File: src/rtl/ram_port_arbiter_if.sv
// Bus bundle between the IF/MEM requesters, the RAMHelper port and ram_port_arbiter.
// The arbiter uses the slave view; the core top level (or a bench) uses the master view.
interface ram_port_arbiter_if;
    logic        if_req_valid;
    logic        if_req_ready;
    logic [63:0] if_addr;
    logic        if_resp_valid;
    logic        if_resp_ready;
    logic [31:0] if_resp_data;

    logic        mem_req_valid;
    logic        mem_req_ready;
    logic [63:0] mem_addr;
    logic        mem_wen;
    logic [63:0] mem_wdata;
    logic [63:0] mem_wmask;
    logic        mem_resp_valid;
    logic        mem_resp_ready;
    logic [63:0] mem_resp_data;

    logic        ram_en;
    logic [63:0] ram_ridx;
    logic [63:0] ram_rdata;
    logic [63:0] ram_widx;
    logic [63:0] ram_wdata;
    logic [63:0] ram_wmask;
    logic        ram_wen;

    modport slave (
        input  if_req_valid, if_addr, if_resp_ready,
        output if_req_ready, if_resp_valid, if_resp_data,
        input  mem_req_valid, mem_addr, mem_wen, mem_wdata, mem_wmask, mem_resp_ready,
        output mem_req_ready, mem_resp_valid, mem_resp_data,
        input  ram_rdata,
        output ram_en, ram_ridx, ram_widx, ram_wdata, ram_wmask, ram_wen
    );

    modport master (
        output if_req_valid, if_addr, if_resp_ready,
        input  if_req_ready, if_resp_valid, if_resp_data,
        output mem_req_valid, mem_addr, mem_wen, mem_wdata, mem_wmask, mem_resp_ready,
        input  mem_req_ready, mem_resp_valid, mem_resp_data,
        output ram_rdata,
        input  ram_en, ram_ridx, ram_widx, ram_wdata, ram_wmask, ram_wen
    );
endinterface

File: src/rtl/ram_port_arbiter.sv
// Shares the single RAMHelper port between instruction fetch and the load/store unit.
// Define ARB_RR_EN for round-robin arbitration instead of MEM priority with IF starvation override.
module ram_port_arbiter #(
    parameter logic [63:0] PC_BASE    = 64'h0000_0000_8000_0000,
    parameter int unsigned STARVE_MAX = 4,
    parameter int unsigned CNT_W      = 3
) (
    input  logic             clk,
    input  logic             rst,
    ram_port_arbiter_if.slave bus
);

    typedef enum logic [1:0] {
        IDLE = 2'd0,
        RESP = 2'd1,
        HOLD = 2'd2
    } state_t;

    state_t      state_reg;
    logic        owner_mem_reg;
    logic        sel_hi_reg;
    logic        wr_reg;
    logic        if_resp_valid_reg;
    logic        mem_resp_valid_reg;
    logic [63:0] hold_reg;

    logic        owner_resp_ready;
    logic        window_open;
    logic        if_pick;
    logic        grant_if;
    logic        grant_mem;
    logic        grant;
    logic        wr_grant;
    logic [63:0] req_addr;
    logic [63:0] req_idx;
    logic [63:0] resp_if_word;
    logic [63:0] resp_mem_word;
    logic [63:0] resp_word;
    logic [63:0] out_word;

    assign owner_resp_ready = owner_mem_reg ? bus.mem_resp_ready : bus.if_resp_ready;
    assign window_open = !rst && ((state_reg == IDLE) || ((state_reg == RESP) && owner_resp_ready));

`ifdef ARB_RR_EN
    // Set means IF took the last grant, so MEM wins the next tie.
    logic last_if_reg;

    assign if_pick = !bus.mem_req_valid || !last_if_reg;

    always_ff @(posedge clk) begin
        if (rst) begin
            last_if_reg <= 1'b1;
        end else if (grant) begin
            last_if_reg <= grant_if;
        end
    end
`else
    localparam logic [CNT_W-1:0] STARVE_LIM = CNT_W'(STARVE_MAX);

    logic [CNT_W-1:0] starve_reg;

    assign if_pick = !bus.mem_req_valid || (starve_reg == STARVE_LIM);

    // Counts MEM wins while IF is waiting; any cycle without an IF request forgives the debt.
    always_ff @(posedge clk) begin
        if (rst) begin
            starve_reg <= '0;
        end else if (!bus.if_req_valid || grant_if) begin
            starve_reg <= '0;
        end else if (grant_mem && (starve_reg != STARVE_LIM)) begin
            starve_reg <= starve_reg + 1'b1;
        end
    end
`endif

    assign grant_if  = window_open && bus.if_req_valid && if_pick;
    assign grant_mem = window_open && bus.mem_req_valid && !grant_if;
    assign grant     = grant_if || grant_mem;
    assign wr_grant  = grant_mem && bus.mem_wen;

    // Addresses below PC_BASE simply wrap; the subtraction is modulo 2^64.
    assign req_addr = grant_mem ? bus.mem_addr : bus.if_addr;
    assign req_idx  = (req_addr - PC_BASE) >> 3;

    assign bus.if_req_ready  = grant_if;
    assign bus.mem_req_ready = grant_mem;
    assign bus.ram_en        = grant;
    assign bus.ram_ridx      = grant ? req_idx : 64'h0;
    assign bus.ram_wen       = wr_grant;
    assign bus.ram_widx      = wr_grant ? req_idx : 64'h0;
    assign bus.ram_wdata     = wr_grant ? bus.mem_wdata : 64'h0;
    assign bus.ram_wmask     = wr_grant ? bus.mem_wmask : 64'h0;

    assign resp_if_word  = sel_hi_reg ? {32'h0, bus.ram_rdata[63:32]} : {32'h0, bus.ram_rdata[31:0]};
    assign resp_mem_word = wr_reg ? 64'h0 : bus.ram_rdata;
    assign resp_word     = owner_mem_reg ? resp_mem_word : resp_if_word;

    always_comb begin
        out_word = 64'h0;
        case (state_reg)
            RESP:    out_word = resp_word;
            HOLD:    out_word = hold_reg;
            default: out_word = 64'h0;
        endcase
    end

    assign bus.if_resp_valid  = if_resp_valid_reg;
    assign bus.mem_resp_valid = mem_resp_valid_reg;
    assign bus.if_resp_data   = if_resp_valid_reg ? out_word[31:0] : 32'h0;
    assign bus.mem_resp_data  = mem_resp_valid_reg ? out_word : 64'h0;

    always_ff @(posedge clk) begin
        if (rst) begin
            state_reg          <= IDLE;
            owner_mem_reg      <= 1'b0;
            sel_hi_reg         <= 1'b0;
            wr_reg             <= 1'b0;
            if_resp_valid_reg  <= 1'b0;
            mem_resp_valid_reg <= 1'b0;
            hold_reg           <= 64'h0;
        end else begin
            // RAM read data is only valid for one cycle, so keep a copy for a stalled owner.
            if (state_reg == RESP) begin
                hold_reg <= resp_word;
            end

            if (grant) begin
                state_reg          <= RESP;
                owner_mem_reg      <= grant_mem;
                sel_hi_reg         <= req_addr[2];
                wr_reg             <= wr_grant;
                if_resp_valid_reg  <= grant_if;
                mem_resp_valid_reg <= grant_mem;
            end else begin
                case (state_reg)
                    RESP: begin
                        if (owner_resp_ready) begin
                            state_reg          <= IDLE;
                            if_resp_valid_reg  <= 1'b0;
                            mem_resp_valid_reg <= 1'b0;
                        end else begin
                            state_reg <= HOLD;
                        end
                    end
                    HOLD: begin
                        if (owner_resp_ready) begin
                            state_reg          <= IDLE;
                            if_resp_valid_reg  <= 1'b0;
                            mem_resp_valid_reg <= 1'b0;
                        end
                    end
                    default: begin
                        state_reg          <= IDLE;
                        if_resp_valid_reg  <= 1'b0;
                        mem_resp_valid_reg <= 1'b0;
                    end
                endcase
            end
        end
    end

endmodule

File: src/flat_wrapper.sv
// flat-port wrapper written by rule: the top's interface ports become plain ports
module ram_port_arbiter_flat 
#(
    parameter logic [63:0] PC_BASE    = 64'h0000_0000_8000_0000,
    parameter int unsigned STARVE_MAX = 4,
    parameter int unsigned CNT_W      = 3
)
  (clk, rst, bus_if_req_valid, bus_if_addr, bus_if_resp_ready, bus_if_req_ready, bus_if_resp_valid, bus_if_resp_data, bus_mem_req_valid, bus_mem_addr, bus_mem_wen, bus_mem_wdata, bus_mem_wmask, bus_mem_resp_ready, bus_mem_req_ready, bus_mem_resp_valid, bus_mem_resp_data, bus_ram_rdata, bus_ram_en, bus_ram_ridx, bus_ram_widx, bus_ram_wdata, bus_ram_wmask, bus_ram_wen);
  ram_port_arbiter_if bus_i ();
  input  logic clk;
  input  logic rst;
  input wire logic [$bits(bus_i.if_req_valid)-1:0] bus_if_req_valid;
  input wire logic [$bits(bus_i.if_addr)-1:0] bus_if_addr;
  input wire logic [$bits(bus_i.if_resp_ready)-1:0] bus_if_resp_ready;
  output wire logic [$bits(bus_i.if_req_ready)-1:0] bus_if_req_ready;
  output wire logic [$bits(bus_i.if_resp_valid)-1:0] bus_if_resp_valid;
  output wire logic [$bits(bus_i.if_resp_data)-1:0] bus_if_resp_data;
  input wire logic [$bits(bus_i.mem_req_valid)-1:0] bus_mem_req_valid;
  input wire logic [$bits(bus_i.mem_addr)-1:0] bus_mem_addr;
  input wire logic [$bits(bus_i.mem_wen)-1:0] bus_mem_wen;
  input wire logic [$bits(bus_i.mem_wdata)-1:0] bus_mem_wdata;
  input wire logic [$bits(bus_i.mem_wmask)-1:0] bus_mem_wmask;
  input wire logic [$bits(bus_i.mem_resp_ready)-1:0] bus_mem_resp_ready;
  output wire logic [$bits(bus_i.mem_req_ready)-1:0] bus_mem_req_ready;
  output wire logic [$bits(bus_i.mem_resp_valid)-1:0] bus_mem_resp_valid;
  output wire logic [$bits(bus_i.mem_resp_data)-1:0] bus_mem_resp_data;
  input wire logic [$bits(bus_i.ram_rdata)-1:0] bus_ram_rdata;
  output wire logic [$bits(bus_i.ram_en)-1:0] bus_ram_en;
  output wire logic [$bits(bus_i.ram_ridx)-1:0] bus_ram_ridx;
  output wire logic [$bits(bus_i.ram_widx)-1:0] bus_ram_widx;
  output wire logic [$bits(bus_i.ram_wdata)-1:0] bus_ram_wdata;
  output wire logic [$bits(bus_i.ram_wmask)-1:0] bus_ram_wmask;
  output wire logic [$bits(bus_i.ram_wen)-1:0] bus_ram_wen;
  assign bus_i.if_req_valid = bus_if_req_valid;
  assign bus_i.if_addr = bus_if_addr;
  assign bus_i.if_resp_ready = bus_if_resp_ready;
  assign bus_if_req_ready = bus_i.if_req_ready;
  assign bus_if_resp_valid = bus_i.if_resp_valid;
  assign bus_if_resp_data = bus_i.if_resp_data;
  assign bus_i.mem_req_valid = bus_mem_req_valid;
  assign bus_i.mem_addr = bus_mem_addr;
  assign bus_i.mem_wen = bus_mem_wen;
  assign bus_i.mem_wdata = bus_mem_wdata;
  assign bus_i.mem_wmask = bus_mem_wmask;
  assign bus_i.mem_resp_ready = bus_mem_resp_ready;
  assign bus_mem_req_ready = bus_i.mem_req_ready;
  assign bus_mem_resp_valid = bus_i.mem_resp_valid;
  assign bus_mem_resp_data = bus_i.mem_resp_data;
  assign bus_i.ram_rdata = bus_ram_rdata;
  assign bus_ram_en = bus_i.ram_en;
  assign bus_ram_ridx = bus_i.ram_ridx;
  assign bus_ram_widx = bus_i.ram_widx;
  assign bus_ram_wdata = bus_i.ram_wdata;
  assign bus_ram_wmask = bus_i.ram_wmask;
  assign bus_ram_wen = bus_i.ram_wen;
  ram_port_arbiter #(.PC_BASE(PC_BASE), .STARVE_MAX(STARVE_MAX), .CNT_W(CNT_W)) u_core (.clk(clk), .rst(rst), .bus(bus_i));
endmodule
File: config.mk
export PLATFORM = sky130hd
export DESIGN_NAME = ram_port_arbiter_flat
export DESIGN_NICKNAME = d
export VERILOG_FILES = /design/src/rtl/ram_port_arbiter_if.sv /design/src/rtl/ram_port_arbiter.sv /design/src/flat_wrapper.sv
export SDC_FILE = /design/constraint.sdc
export NUM_CORES = 1
export LEC_CHECK = 0
export BUFFER_PORTS_ARGS = -buffer_cell sky130_fd_sc_hd__buf_4
export CORE_AREA = 2 2 270 272
export CTS_BUF_LIST = sky130_fd_sc_hd__clkbuf_8 sky130_fd_sc_hd__clkbuf_16
export DETAILED_ROUTE_END_ITERATION = 7
export DIE_AREA = 0 0 272 274
export PLACE_DENSITY_LB_ADDON = 0.08
export SLEW_MARGIN = 20
export SYNTH_ARGS = -nofsm -noshare
export SYNTH_HDL_FRONTEND = slang
export SYNTH_SLANG_ARGS = --single-unit
File: constraint.sdc
create_clock -name clk -period 5.5 [get_ports clk]
set_clock_uncertainty 0.2 [all_clocks]
set_input_delay 0.55 -clock clk [delete_from_list [all_inputs] [get_ports clk]]
set_output_delay 0.55 -clock clk [all_outputs]
set_load 0.1 [all_outputs]
After elaboration in Yosys (flattened, before gate mapping). Index checks and enable logic that the tools add are counted.

Mux-type cells: 20. Shift operators: 0. Div/mod/pow operators: 0. Magnitude comparators: 0. Multiply operators: 0. Reduce and logical (&&, ||, !) cells: 20. Bitwise logic cells: 0. $add $sub $neg: 2. Equal/unequal tests: 7.

Operators with widths (count): 64-bit 2-to-1 mux (6); 64-bit case mux with 2 select lines (1); 61-bit 2-to-1 mux (2); 32-bit 2-to-1 mux (2); 64-bit by 32-bit subtractor with 64-bit output, second input constant (1); 1-bit logical AND (8); 1-bit 2-to-1 mux (6); 3-bit by 1-bit inequality test with 1-bit output, second input constant (2); 2-bit OR reduction (3); 1-bit zero test (4); 1-bit logical OR (4); 2-bit 2-to-1 mux (2); 2-bit case mux with 2 select lines (1); 3-bit by 1-bit adder with 3-bit output, second input constant (1); 3-bit equality test, second input constant (1); 3-bit inequality test, second input constant (1); 2-bit by 1-bit equality test with 1-bit output, second input constant (1); 2-bit equality test, second input constant (1); 2-bit zero test (1); 2-bit by 1-bit inequality test with 1-bit output, second input constant (1).

Bits in read-only memories: 0. Word-level logic and storage cells: 58. Register bits: 74. Memory bits (writable): 0. Bits in latches: 0. Memories: 0.

Logic depth before layout (Yosys ltp).
Depth after elaboration: 11. Gate-level depth with buffers: 17.

Worst setup path after synthesis. No wires, ideal clock.

Path kind: input to output. Start: input bus_mem_resp_ready. End: output bus_ram_ridx[38]. Arrival: 6.075 ns. Required time: 4.750 ns. Setup slack: -1.325 ns. Path buffers: 3. Stages on the path: 14. Cells stage by stage: mux2i_1 -> o2bb2ai_1 -> nand2_1 -> clkbuf_1 -> clkbuf_1 -> mux2i_1 -> ha_1 -> clkbuf_1 -> nor4b_1 -> nand2_1 -> or3_1 -> xnor2_1 -> nor2_1 -> a211oi_1.

Longest elaborated chain between the ends: 11.

RTL lines: start: declaration (line flat_wrapper.sv:23) `input wire logic [$bits(bus_i.mem_resp_ready)-1:0] bus_mem_resp_ready;`; 1-bit 2-to-1 mux * (line ram_port_arbiter.sv:41) `assign owner_resp_ready = owner_mem_reg ? bus.mem_resp_ready : bus.if_resp_ready;`; 1-bit logical AND * (line ram_port_arbiter.sv:42) `assign window_open = !rst && ((state_reg == IDLE) || ((state_reg == RESP) && owner_resp_ready));`; 1-bit logical OR * (line ram_port_arbiter.sv:42); 1-bit logical AND * (line ram_port_arbiter.sv:42); 1-bit logical AND (2 in a row) (line ram_port_arbiter.sv:76) `assign grant_if = window_open && bus.if_req_valid && if_pick;`; 1-bit zero test (line ram_port_arbiter.sv:77) `assign grant_mem = window_open && bus.mem_req_valid && !grant_if;`; 1-bit logical AND (line ram_port_arbiter.sv:77); 64-bit 2-to-1 mux (line ram_port_arbiter.sv:82) `assign req_addr = grant_mem ? bus.mem_addr : bus.if_addr;`; 64-bit by 32-bit subtractor with 64-bit output (line ram_port_arbiter.sv:83) `assign req_idx = (req_addr - PC_BASE) >> 3;`; 61-bit 2-to-1 mux * (line ram_port_arbiter.sv:88) `assign bus.ram_ridx = grant ? req_idx : 64'h0;`; end: declaration (line flat_wrapper.sv:29) `output wire logic [$bits(bus_i.ram_ridx)-1:0] bus_ram_ridx;`.

Mark *: on every way between the ends. The rest lies on a longest branch, timed or not.

Worst setup path after layout.
Start: register u_core.owner_mem_reg. End: output bus_ram_ridx[60].

Longest elaborated chain between the ends: 11.

RTL lines: start: declaration (line ram_port_arbiter.sv:20) `logic owner_mem_reg;`; start signal: assignment (line ram_port_arbiter.sv:129) `owner_mem_reg <= grant_mem;`; 1-bit 2-to-1 mux * (line ram_port_arbiter.sv:41); 1-bit logical AND * (line ram_port_arbiter.sv:42); 1-bit logical OR * (line ram_port_arbiter.sv:42); 1-bit logical AND * (line ram_port_arbiter.sv:42); 1-bit logical AND (2 in a row) (line ram_port_arbiter.sv:76); 1-bit zero test (line ram_port_arbiter.sv:77); 1-bit logical AND (line ram_port_arbiter.sv:77); 64-bit 2-to-1 mux (line ram_port_arbiter.sv:82); 64-bit by 32-bit subtractor with 64-bit output (line ram_port_arbiter.sv:83); 61-bit 2-to-1 mux * (line ram_port_arbiter.sv:88).

Marks and branches as above.

==> impl_metrics.toml <==
[status]
status = "finished clean"

[power_and_ir_drop]
ir_drop_v = 0.000134
seq_power_share = 0.220
power_frac_clock = 0.212
power_uw = 2640
combPwrFrac = 0.568
power.switching_uw = 1360
p_per_area_nw_per_um2 = 185
p_leak_uw = 0.00617
p_sw_frac = 0.514
p_int_uw = 1280

[logic_synthesis]
ys_seq_elements = 74
synth_area_per_cell_um2 = 6.70
ys_types = 61
synth_edf_count = 0
yosys-top-cells-area = "dfxtp_1 (20%), and2_1 (13%), nor2_1 (8.4%)"
synth-xor-area-share = 0.0638
async_reset_ff_frac = 0
syn_area_um2 = 7550
seq_area_frac_synth = 0.196
synth_mux_area_frac = 0.0363
synth_warnings = 0
yosys.area_share.simple = 0.400
netlist_instances = 1126
synth_top_family_by_area = "simple AND/OR/NAND/NOR gates"
synth_top_cell_by_area = "dfxtp_1"
synth_top_area_frac = 0.196
synthAdderAreaFrac = 0.00994
synth_compound_area_frac = 0.233
synth_top_flop_cell = "dfxtp_1"

[global_routing]
antenna_found_initial = 14
grt_pass1_wl_um = 95000
grt_max_degree = 107
grt_pass1_vias = 10900
overflow = 0
grtUsageTotal = 0.184

[critical_path]
startpoint_type = "register"
crit_type = "reg2out"
crit_start = "u_core.owner_mem_reg$_SDFFE_PP0P_"
crit_path_end_kind = "primary output"
crit_arrival_ps = 4420
required_ps = 4750
crit_path_max_fanout = 8
worstReg2RegStart = "u_core.owner_mem_reg$_SDFFE_PP0P_"

[sta]
worst-slew-pin-transition_ps = 1070
slew_headroom = 0.290
rsz0062_at_grt = "false"
fmax_ghz = 0.193
worst_slack_ps = 329
finalSetupViolCount = 0
drv_slew = 0
fin_crit_ps = 5170
timing.final.crit_share = 0.940
finalHoldViolCount = 0

[die]
dieArea_um2 = 74500
start_util = 0.105
ios = 685
core.rowCount = 99
die_y_um = 274
chipWidth_um = 272
coreArea_um2 = 72000

[drt]
finalWirelength_um = 72200
drtIter0Drc = 649
detail-route-antenna-nets = 0
drc = 0
via_per_inst = 4.01
wl_per_cell_um = 26.6
num_vias = 10900
first_pass_iters = 5

[cells_and_area]
fillCellCount = 8239
fin_area_um2 = 14200
layout_common_cells = "buf_4 (683), and2_1 (160), nor2_1 (150), a21oi_1 (112), nand2_1 (100)"
final_common_cell = "buf_4"
fin_util = 0.198
drive_gt1_frac = 0.438
nets = 2077
largest_reg_flops = 64
areaGrowthSynthToFinish_pct = 88.7

[min_path]
min_from = "rst"
hold_class = "in2reg"

[cts]
cts_hold_buf = 0
cts.clk_slew.worst_paths_ps = 60
clk_path_buf_depth = 2
root_buffer = "clkbuf_16"
clkSinkCount = 74
clock_latency_ps = 340
htree_levels = 3
cts_tree = "built"
cts_buffers = 9

[job]
max-cap-violations = 0

[placed_design]
dpl_cell_area_um2 = 13900
place_congestion = 0.937
hpwl_um = 61400
numPortBuffers = 674
dp_slack_ps = 417
area by class of cell:
class                           count  area [um^2]  share of cell area
Clock buffer                       10          239              0.0168
Tap cell                          959         1200              0.0842
Multi-Input combinational cell    949         5780               0.406
Inverter                           10         40.0             0.00281
Timing Repair Buffer              700         5470               0.384
Sequential cell                    74         1480               0.104
Antenna cell                        7         17.5             0.00123
Clock inverter                      4         21.3             0.00149
worst max-delay path, cell delays in order (launching register included):
cell and delay [ps]:
dfxtp_1 510, mux2i_1 430, o2bb2ai_2 140, nand2_1 180
buf_4 230, mux2i_1 210, ha_1 190, nor4b_2 450
nand4b_1 160, buf_4 200, a2111oi_1 350, o2bb2ai_1 240
a21o_1 270, mux2i_2 190, buf_4 320
repair_timing:
item                       in CTS  in global routing
buffers inserted                0                  2
gates resized for setup         0                  2
setup endpoints to repair       0                 13
power by group through the flow:
| stage | logic (uW) | clock network, uW | registers [uW] |
|---|---|---|---|
| after floorplan | 951 | 0 | 593 |
| after global placement | 1510 | 0 | 591 |
| after detailed placement | 1510 | 0 | 592 |
| after CTS | 1510 | 603 | 580 |
| after global routing | 1560 | 619 | 584 |
| final | 1500 | 560 | 580 |
worst paths after layout:
path | cells past startpoint | endpoint | slack, ps
setup / recovery | 14 | bus_ram_ridx[60] | 330
hold / removal | 2 | u_core.state_reg[0]$_SDFFE_PP0P_ | 250
hold reg to reg | 2 | u_core.hold_reg[61]$_SDFFE_PP0N_ | 270
setup reg to reg | 7 | u_core.state_reg[1]$_SDFFE_PP0P_ | 2350
metal layers:
layer  GRT usage  routed length, um
met5           0                 67
met4       0.104               4510
met3      0.0440               4250
met2       0.343              37500
met1       0.189              25900
cells in the mapped netlist (all sizes together) (9+ instances only):
library cell / number
nor2: 170
and2: 160
a21oi: 113
nand2: 101
clkbuf: 81
dfxtp: 74
a211oi: 44
nand2b: 37
nor2b: 34
a22oi: 33
a22o: 31
xnor2: 30
xor2: 25
mux2i: 24
nor4: 22
buf: 17
nor3: 15
nand3: 12
o21ai: 12
or3: 9
stage by stage:
| step | TNS, ps | std cells | hold slack, ps |
|---|---|---|---|
| 2_1_floorplan | -214 | 1131 | 236 |
| 3_3_place_gp | 0 | 2690 | 257 |
| 3_5_place_dp | 0 | 2690 | 264 |
| 4_1_cts | 0 | 2704 | 231 |
| 5_1_grt | 0 | 2712 | 233 |
| 6_report | 0 | 2713 | 252 |
cell families after synthesis:
logic type | after synthesis
AOI/OAI and AO/OA | 265
xor gates and xnor gates | 55
adders and majority gates | 6
buffers and inverters | 108
DFF | 74
muxes | 27
other | 1
and+or+nand+nor | 590
(Power assumes the default switching activity.)
